==> src/rtl/sm_group_arb.sv <==
// sm_group_arb: two-requester arbiter feeding a shared GROUP_LEN-beat
// accumulator; results return tagged with the owning requester.
// Ports:
//   clk, rst (async, active-low)
//   req0_*/req1_* : dval/operand-pair in, rdy out
//   acc_dval/acc_i: beat to accumulator; acc_o_dval/acc_o: result back
//   res_dval/res_id/res_o: tagged result; gcnt0/gcnt1: group counters
// Build option: define SM_GROUP_ARB_STAT_EN to enable the saturating
// per-requester group counters (otherwise gcnt0/gcnt1 tie to 0).
module sm_group_arb #(
  parameter int GROUP_LEN = 3,
  parameter int CNT_W     = 8
) (
  input  logic             clk,
  input  logic             rst,
  input  logic             req0_dval,
  input  logic [3:0]       req0_i [2],
  output logic             req0_rdy,
  input  logic             req1_dval,
  input  logic [3:0]       req1_i [2],
  output logic             req1_rdy,
  output logic             acc_dval,
  output logic [3:0]       acc_i [2],
  input  logic             acc_o_dval,
  input  logic [6:0]       acc_o,
  output logic             res_dval,
  output logic             res_id,
  output logic [6:0]       res_o,
  output logic [CNT_W-1:0] gcnt0,
  output logic [CNT_W-1:0] gcnt1
);

  localparam int BW = (GROUP_LEN > 1) ? $clog2(GROUP_LEN) : 1;
  localparam logic [BW-1:0] LAST = BW'(GROUP_LEN - 1);

  typedef enum logic [1:0] {
    IDLE     = 2'd0,
    GRANT0   = 2'd1,
    GRANT1   = 2'd2,
    WAIT_RES = 2'd3
  } state_t;

  state_t        r_state;
  logic [BW-1:0] r_beat_cnt;
  logic          r_prio;
  logic          r_owner;
  logic          r_rdy0;
  logic          r_rdy1;
  logic          w_res;

  // rdy flags are registered alongside the state so they are
  // already valid in the first GRANT cycle.
  always_ff @(posedge clk or negedge rst) begin
    if (!rst) begin
      r_state    <= IDLE;
      r_beat_cnt <= '0;
      r_prio     <= 1'b0;
      r_owner    <= 1'b0;
      r_rdy0     <= 1'b0;
      r_rdy1     <= 1'b0;
    end else begin
      unique case (r_state)
        IDLE: begin
          if (req0_dval && (!req1_dval || !r_prio)) begin
            r_state <= GRANT0;
            r_rdy0  <= 1'b1;
          end else if (req1_dval) begin
            r_state <= GRANT1;
            r_rdy1  <= 1'b1;
          end
        end
        GRANT0: begin
          if (req0_dval) begin
            if (r_beat_cnt == LAST) begin
              r_beat_cnt <= '0;
              r_owner    <= 1'b0;
              r_rdy0     <= 1'b0;
              r_state    <= WAIT_RES;
            end else begin
              r_beat_cnt <= r_beat_cnt + BW'(1);
            end
          end
        end
        GRANT1: begin
          if (req1_dval) begin
            if (r_beat_cnt == LAST) begin
              r_beat_cnt <= '0;
              r_owner    <= 1'b1;
              r_rdy1     <= 1'b0;
              r_state    <= WAIT_RES;
            end else begin
              r_beat_cnt <= r_beat_cnt + BW'(1);
            end
          end
        end
        WAIT_RES: begin
          if (acc_o_dval) begin
            r_prio  <= ~r_owner;
            r_state <= IDLE;
          end
        end
        default: r_state <= IDLE;
      endcase
    end
  end

  assign req0_rdy = r_rdy0;
  assign req1_rdy = r_rdy1;

  // Beat path is purely combinational: the accumulator sees the
  // granted requester's operands in the same cycle.
  assign acc_dval = (req0_dval & r_rdy0) | (req1_dval & r_rdy1);
  assign acc_i[0] = r_rdy1 ? req1_i[0] : req0_i[0];
  assign acc_i[1] = r_rdy1 ? req1_i[1] : req0_i[1];

  // Returns outside WAIT_RES are stray and dropped.
  assign w_res    = (r_state == WAIT_RES) & acc_o_dval;
  assign res_dval = w_res;
  assign res_id   = w_res & r_owner;
  assign res_o    = w_res ? acc_o : 7'd0;

`ifdef SM_GROUP_ARB_STAT_EN
  logic [CNT_W-1:0] r_gcnt0;
  logic [CNT_W-1:0] r_gcnt1;

  always_ff @(posedge clk or negedge rst) begin
    if (!rst) begin
      r_gcnt0 <= '0;
      r_gcnt1 <= '0;
    end else if (w_res) begin
      if (!r_owner && (r_gcnt0 != '1))
        r_gcnt0 <= r_gcnt0 + CNT_W'(1);
      if (r_owner && (r_gcnt1 != '1))
        r_gcnt1 <= r_gcnt1 + CNT_W'(1);
    end
  end

  assign gcnt0 = r_gcnt0;
  assign gcnt1 = r_gcnt1;
`else
  assign gcnt0 = '0;
  assign gcnt1 = '0;
`endif

endmodule

==> config.mk <==
export PLATFORM = sky130hd
export DESIGN_NAME = sm_group_arb
export DESIGN_NICKNAME = d
export VERILOG_FILES = /design/src/rtl/sm_group_arb.sv
export SDC_FILE = /design/constraint.sdc
export NUM_CORES = 1
export LEC_CHECK = 0
export CAP_MARGIN = 20
export CORE_MARGIN = 3
export CORE_UTILIZATION = 33
export DETAILED_ROUTE_END_ITERATION = 12
export HOLD_SLACK_MARGIN = 0.06
export PLACE_DENSITY = 0.79
export SLEW_MARGIN = 20
export SYNTH_ARGS = -nofsm -noshare
export SYNTH_HDL_FRONTEND = slang
export SYNTH_SLANG_ARGS = --single-unit
==> constraint.sdc <==
create_clock -name clk -period 1.9 [get_ports clk]
set_clock_uncertainty 0.1 [all_clocks]
set_input_delay 0.19 -clock clk [delete_from_list [all_inputs] [get_ports clk]]
set_output_delay 0.19 -clock clk [all_outputs]
set_load 0.01 [all_outputs]
# Yosys cells after proc, flatten, opt, wreduce, memory -nomap -nowiden
# Cells that the tools add are included.
dict set report word_totals {
  reg_bits 8
  in_bits 28
  output_inout_bits 36
  elab_cells 65
}
dict set report op_classes {
  addsub 1
  n_eq_ne 13
  mux 25
  n_bitwise 6
  n_reduce_logical 14
}
# op count
set ops {}
lappend ops {{2-bit two-way mux} 9}
lappend ops {{2-bit != test, second input constant} 8}
lappend ops {{5-bit AND reduction} 2}
lappend ops {{1-bit two-way mux} 8}
lappend ops {{4-bit two-way mux} 2}
lappend ops {{2-bit one-hot mux with 4 select lines} 1}
lappend ops {{4-bit AND reduction} 2}
lappend ops {{7-bit two-way mux} 1}
lappend ops {{2-bit equality test, second input constant} 3}
lappend ops {{1-bit one-hot mux with 2 select lines} 3}
lappend ops {{2-bit nonzero test} 3}
lappend ops {{1-bit bitwise AND} 4}
lappend ops {{2-bit one-hot mux with 2 select lines} 1}
lappend ops {{3-bit != test, second input constant} 1}
lappend ops {{3-bit AND reduction} 1}
lappend ops {{2-bit by 1-bit adder with 2-bit output, second input constant} 1}
lappend ops {{2-bit by 1-bit equality test with 1-bit output, second input constant} 1}
lappend ops {{1-bit zero test} 2}
lappend ops {{2-bit zero test} 1}
lappend ops {{2-bit AND reduction} 1}
lappend ops {{1-bit logical AND} 1}
lappend ops {{1-bit logical OR} 1}
lappend ops {{1-bit NOT} 1}
lappend ops {{1-bit OR} 1}

# Depth between registers and ports, before layout
# Gate-level depths: netlist (run 1).
dict set report logic_depth {
  depth_word 5
  mapped_depth 6
  depth_no_buf 6
}

# Worst setup path before layout (run 1)
# OpenSTA, ideal clock, no wires.
dict set report synth_timing {
  path_kind {register to register}
  startpoint {register r_state[0]}
  endpoint {register r_beat_cnt[0]}
  arrival_ns 1.397
  required_ns 1.674
  path_slack_ns 0.277
  stages_incl_launch_ff 7
  n_path_buf 0
  synth_period_minus_slack_ns 1.623
  cell_sequence {dfrtp_1 inv_1 ha_1 nor2b_4 nor2_1 a22o_1 a221o_1}
}
dict set report synth_via {
  elab_chain_cells 3
  elab_cells_between_ends 7
}
# item line_no
set synth_rtl {}
lappend synth_rtl {{start: declaration} 43} ;# state_t r_state;
lappend synth_rtl {{start signal: assignment} 55} ;# r_state <= IDLE;
lappend synth_rtl {{start signal: assignment} 65} ;# r_state <= GRANT0;
lappend synth_rtl {{start signal: assignment} 68} ;# r_state <= GRANT1;
lappend synth_rtl {{2-bit by 1-bit equality test with 1-bit output or 2-bit equality test (tied branches)} 62} ;# unique case (r_state)
lappend synth_rtl {{2-bit != test (no line) or 2-bit nonzero test (tied branches)} n/a}
lappend synth_rtl {{3-bit AND reduction (no line)} n/a}
lappend synth_rtl {{end signal: assignment} 80} ;# r_beat_cnt <= r_beat_cnt + BW'(1);
lappend synth_rtl {{end signal: assignment} 92} ;# r_beat_cnt <= r_beat_cnt + BW'(1);
lappend synth_rtl {{end: declaration} 44} ;# logic [BW-1:0] r_beat_cnt;
# Several ways; a longest one is shown, not always the timed one.
# A chain may end at the register's enable or synchronous reset.

# Worst setup path in the final report (run 1)
dict set report layout_timing {
  startpoint {register r_state[1]}
  endpoint {output res_o[0]}
}
dict set report layout_via {
  elab_chain_cells 3
}
# item line_no
set layout_rtl {}
lappend layout_rtl {{2-bit equality test} 117} ;# assign w_res = (r_state == WAIT_RES) & acc_o_dval;
lappend layout_rtl {{1-bit bitwise AND} 117}
lappend layout_rtl {{7-bit two-way mux} 120} ;# assign res_o = w_res ? acc_o : 7'd0;
lappend layout_rtl {{end: declaration} 28} ;# output logic [6:0] res_o,
# No other way between the ends.

==> results of run 1 <==
## stage by stage
stage	hold WS, ns	cells
floorplan	-0.206	109
global placement	0.388	169
detailed placement	0.403	169
CTS	0.131	173
global route	0.133	175
finish	0.128	175
## routing by layer
layer  vias up  global-route usage [%]
met1       404                    17.9
met2        25                    27.9
met4         0                    2.03
li1        407                       -
met3         2                    3.94
met5         -                       0
## worst max path at each step
| stage | startpoint | to | slack [ns] | depth (start not counted) |
|---|---|---|---|---|
| 2_1_floorplan | r_state[0] | r_beat_cnt[0] | 0.28 | 6 |
| 3_3_place_gp | acc_o_dval | res_id | 0.06 | 3 |
| 3_5_place_dp | acc_o_dval | res_o[1] | 0.02 | 3 |
| 4_1_cts | r_state[0] | res_o[1] | 0.003 | 3 |
| 5_1_grt | r_state[1] | res_o[0] | 0.01 | 3 |
| 6_report | r_state[1] | res_o[0] | 0.07 | 3 |
## power breakdown
part           internal, uW  leakage, uW  total, uW  switching (uW)
registers               240    0.0000882        325            84.1
clock network          72.2    0.0000138        129            57.0
logic                   501     0.000677        915             414
total                   814     0.000779       1370             555
## logic make-up (layout without fill, tap and decap cells)
group / Yosys count / after routing / synth area share [%]
adder cells (fa/ha/maj): 4 / 4 / 6.02
AO/OA/AOI/OAI: 21 / 21 / 17.9
multiplexers: 10 / 10 / 13.9
AND/OR/NAND/NOR: 26 / 26 / 19.3
flip-flops: 8 / 8 / 24.1
buffers and inverters: 24 / 62 / 18.4
other: 1 / 16 / 0.451
## sequential cells by signal, summed over array words and instances (netlist names)
| name | cells |
|---|---|
| r_prio | 1 |
| req0_rdy | 1 |
| req1_rdy | 1 |
| r_state | 2 |
| r_beat_cnt | 2 |
| r_owner | 1 |
## final cells by class
cell class,count,area share [%]
Inverter,6,1.63
Multi-Input combinational cell,77,39.5
Timing Repair Buffer,53,40.1
Sequential cell,8,14.6
Clock buffer,3,1.63
Tap cell,28,2.53
## cell usage in the layout, fill, tap and decap left out, types with 2 or more instances in the layout
master,count
nor2_1,5
clkbuf_4,3
inv_1,5
o21ai_0,4
buf_4,5
a31oi_1,2
a22o_1,2
nand3_1,3
clkdlybuf4s50_1,32
a21oi_1,5
mux2_2,8
dlymetal6s2s_1,15
conb_1,16
and3_2,8
nand2_1,2
dfrtp_1,6
nor2b_1,5
ha_1,3
dfrtp_2,2
## cells in the mapped netlist (2+ instances only)
cell type,count
dfrtp_1,8
nor2_1,5
a31oi_1,2
o21ai_0,4
nor2b_1,5
mux2_2,8
and3_2,8
ha_1,4
buf_4,16
inv_1,5
a21oi_1,5
buf_2,2
nand3_1,3
nand2_1,2
a22o_1,2
## critical path: stages, from the launching register on
cell and delay [ns]:
dfrtp_1 0.41, ha_4 0.18, and3_2 0.17, clkdlybuf4s50_1 0.53
## what timing repair did
| item | 4_1_cts | 5_1_grt |
|---|---|---|
| pin swaps | 0 | 1 |
| endpoints found under the hold margin | 0 | 0 |
| buffers inserted | 1 | 2 |
| setup endpoints to repair | 18 | 17 |
| resized for setup | 5 | 14 |
==> metrics, run 1 <==
status=completed; first-pass GRT wire length=3910 um; Seq cells post-synth=8; pwr dens=989 nW/um^2; setup_tns=0 ns; max-slew violation count=0; CTS buffer count=3; Met1 Routed Length=991 um; DR top layer=met4; terminus of the critical flop-to-flop path=r_state[0]; CP Launch Type=flop; Synth cell types=30; Die Y=56.2 um; area share of the largest cell type after synthesis=24.1%; reg2reg setup slack=0.15 ns; CP Data Required Time=1.61 ns; CTS Buffer Depth=2; core footprint=2300 um^2; TritonCTS clock tree=yes; Routability Congestion=0.825; syn avg cell area=8.84 um^2; post-DP HPWL=1960 um; Tot Pwr=1370 uW; vias in the first global route=848; crit-path max FO=6; Area growth, synth to finish=66.6%; die span in x=56.2 um; Initial DRC Count=14; sequential cell area=203 um^2; ant diodes=0; die area=3160 um^2; pre-CTS setup slack=0.0210 ns; top_reg_cell synth=dfrtp_1; drt drc=0; number of synthesized flops with an enable pin=0; Clk Latency, worst-skew pair=0.26 ns; met3 WL post-DR=114 um; largest net degree at the start of global routing=11; # H-tree levels=1; fin crit period=1.83 ns; leak pwr=0.000779 uW; Post-synth ARST share=100%; Setup CP Type=reg2out; CTS sink cnt=8; drt total wl=2470 um; Max-cap violations=0; final hold violations=0; final core occ=60.2%; Area contributors post-synth=dfrtp_1 (24%), buf_4 (14%), mux2_2 (11%); final setup vio count=0; sequential share of the synthesized area=24.1%; std cell rows=17; antenna-violating nets left=0; metal2 WL=1350 um; WP data arrival=1.54 ns; Via-to-Cell Ratio=4.79; fill count=220; GRT overflow=0; Max Clk Rate=545 MHz; Max VDD drop=0.709 mV; cts hold-fix bufs=0; io pins=64; RSZ-0062 raised after global routing=false; initial antenna violation count=0; Routed wire per std cell=14.1 um; Total GRT Usage=15.2%; largest area contributor in the synthesized netlist=dfrtp_1; Reg2Reg Depth=5; multi-input logic area=547 um^2; Hold Path Class=in2async; cells after synthesis=94; nets=181; DP Area=1280 um^2; layout cells sized above 1=23.1%; Starting Density=36.2%; post-synthesis cell area=831 um^2; design area=1380 um^2; port bufs=47; final worst slack=0.0652 ns; Vias=838; final period utilization=96.6%; Syn. warnings=0; CP endpoint kind=output pin; Clk pin slew, worst setup/hold paths=0.05 ns; RR Startpoint=r_state[1]; Pre-Repair DR Iteration Count=4; Clock Tree Root=clkbuf_4
Note: power is estimated with default switching activity, not from simulation.
==> run 2, diff against run 1 <==
--- a/config.mk
+++ b/config.mk
@@ -11,6 +11,7 @@
 export DETAILED_ROUTE_END_ITERATION = 12
 export HOLD_SLACK_MARGIN = 0.06
 export PLACE_DENSITY = 0.79
+export SKIP_CTS_REPAIR_TIMING = 1
 export SLEW_MARGIN = 20
 export SYNTH_ARGS = -nofsm -noshare
 export SYNTH_HDL_FRONTEND = slang
==> run 2 against run 1 <==
Net effect: cell area hardly changed; non-clock buffer count stayed put; register-to-register slack hardly changed; sequential share of layout area hardly changed; sequential cell count stayed put; critical path depth stayed put; maximum frequency is 0.17% higher; global-route usage is 0.19 points lower; critical path type is now in2out; highest routed layer is now met3.
==> metrics, run 2 (same netlist as run 1, synthesis figures left out) <==
CTS sink cnt=8 (unchanged); nets=181 (unchanged); final period utilization=96.4% (-0.16 points); CP Data Required Time=1.61 ns (about the same); Reg2Reg Depth=6 (+1); reg2reg setup slack=0.15 ns (about the same); biggest regs=r_beat_cnt x2, r_state x2; CP startpoint=acc_o_dval; leak pwr=0.000811 uW (+4.1%); io pins=64 (unchanged); vias in the first global route=838 (-1.2%); post-DP HPWL=1960 um (unchanged); pre-CTS setup slack=0.0210 ns (unchanged); port bufs=47 (unchanged); Vias=846 (+0.95%); Routed wire per std cell=14.0 um (-0.32%); most frequent cells in the layout=clkdlybuf4s50_1 (31), conb_1 (16), dlymetal6s2s_1 (16); largest net degree at the start of global routing=13 (+2); Clock Tree Root=clkbuf_4; max-slew violation count=0 (unchanged); Routability Congestion=0.825 (unchanged); fin crit period=1.83 ns (-0.00307 ns); WP data arrival=1.54 ns (about the same); RR Startpoint=r_state[0]; highest cell delay on the worst timing path=0.62 ns (+0.09 ns); Setup CP Type=in2out; drt drc=0 (unchanged); fill count=215 (-2.3%); crit-path max FO=10 (+4); Hold Path Class=in2async; Initial DRC Count=13 (-1); GRT overflow=0 (unchanged); die span in x=56.2 um (unchanged); final worst slack=0.0683 ns (+0.00307 ns); Max Clk Rate=546 MHz (+0.17%); Top cell by count, worst path=clkdlybuf4s50_1; # H-tree levels=1 (unchanged); pwr dens=981 nW/um^2 (-0.87%); commonest non-fill, non-tap cell in the layout=clkdlybuf4s50_1; Area growth, synth to finish=66.4% (about the same); CP Launch Type=primary input; die area=3160 um^2 (unchanged); Via-to-Cell Ratio=4.83 (+0.95%); Die Y=56.2 um (unchanged); first-pass GRT wire length=3850 um (-1.4%); ant diodes=0 (unchanged); RSZ-0062 raised after global routing=false; antenna-violating nets left=0 (unchanged); Clk pin slew, worst setup/hold paths=0.05 ns (about the same); initial antenna violation count=0 (unchanged); Max-cap violations=0 (unchanged); slowest CP cell=clkdlybuf4s50_1; final setup vio count=0 (unchanged); CP endpoint kind=output pin; status=completed; core footprint=2300 um^2 (unchanged); layout cells sized above 1=23.8% (+0.68 points); CTS buffer count=3 (unchanged); final core occ=60.2% (about the same); TritonCTS clock tree=yes; std cell rows=17 (unchanged); CTS Buffer Depth=2 (unchanged); Total GRT Usage=15.0% (-0.19 points); Pre-Repair DR Iteration Count=4 (unchanged); Clk Latency, worst-skew pair=0.26 ns (about the same); setup_tns=0 ns (unchanged); terminus of the critical flop-to-flop path=r_beat_cnt[0]; Max VDD drop=0.731 mV (+3.2%); drt total wl=2460 um (-0.32%); Starting Density=36.2% (unchanged); final hold violations=0 (unchanged); critical path cell sequence=clkdlybuf4s50_1, and2_2, clkdlybuf4s50_1
-- run 2: cell count changes in the layout (fill, tap and decap cells not counted), sizes merged --
cell and change:
dlymetal6s2s +1, clkdlybuf4s50 -1, buf +1, dlygate4sd2 -1
-- run 2: metrics by stage --
stage / total power, uW / instance area [um^2] / hold WS [ns] / std cells
global placement: 1130 / 1280 / 0.388 / 169
floorplan: 885 / 887 / -0.206 / 109
detailed placement: 1180 / 1280 / 0.403 / 169
CTS: 1320 / 1310 / 0.131 / 172
global route: 1470 / 1380 / 0.133 / 175
finish: 1360 / 1380 / 0.130 / 175
-- run 2: worst max-delay path by stage --
stage / depth (start not counted) / endpoint / slack [ns]
after detailed placement: 3 / res_o[1] / 0.02
final: 3 / res_dval / 0.07
after global routing: 3 / res_dval / 0.002
after CTS: 3 / res_o[1] / -0.17
after global placement: 3 / res_id / 0.06
after floorplan: 6 / r_beat_cnt[0] / 0.28
-- run 2: cell type report --
class | instances | area (um^2) | share of cell area (%)
Timing Repair Buffer | 53 | 553 | 40.0
Inverter | 6 | 22.5 | 1.63
Clock buffer | 3 | 22.5 | 1.63
Tap cell | 28 | 35.0 | 2.53
Multi-Input combinational cell | 77 | 547 | 39.5
Sequential cell | 8 | 203 | 14.7
-- run 2: report_power, final --
group	switching [uW]	leakage [uW]	internal, uW
clock	57.5	0.0000138	72.2
combinational	420	0.000709	492
sequential	74.3	0.0000882	240
total	551	0.000811	804
-- run 2: worst max-delay path, delay by kind of cell --
| kind | cells | cell delay (ns) |
|---|---|---|
| buffers and inverters | 2 | 1.15 |
| AND/OR/NAND/NOR | 1 | 0.20 |
-- run 2: metal layers --
layer / global-route usage [%] / vias up / share of wire, %
met1: 17.7 / 412 / 39
li1: - / 406 / -
met3: 3.94 / 0 / 4.4
met4: 2.03 / 0 / 0
met5: 0 / - / 0
met2: 27.4 / 28 / 56
==> run 3, diff against run 2 <==
--- a/config.mk
+++ b/config.mk
@@ -5,9 +5,9 @@
 export SDC_FILE = /design/constraint.sdc
 export NUM_CORES = 1
 export LEC_CHECK = 0
-export CAP_MARGIN = 20
 export CORE_MARGIN = 3
 export CORE_UTILIZATION = 33
+export CTS_CLUSTER_DIAMETER = 40
 export DETAILED_ROUTE_END_ITERATION = 12
 export HOLD_SLACK_MARGIN = 0.06
 export PLACE_DENSITY = 0.79
==> results of run 3 <==
No change in the layout: final DEF, timing and power equal those of run 2.
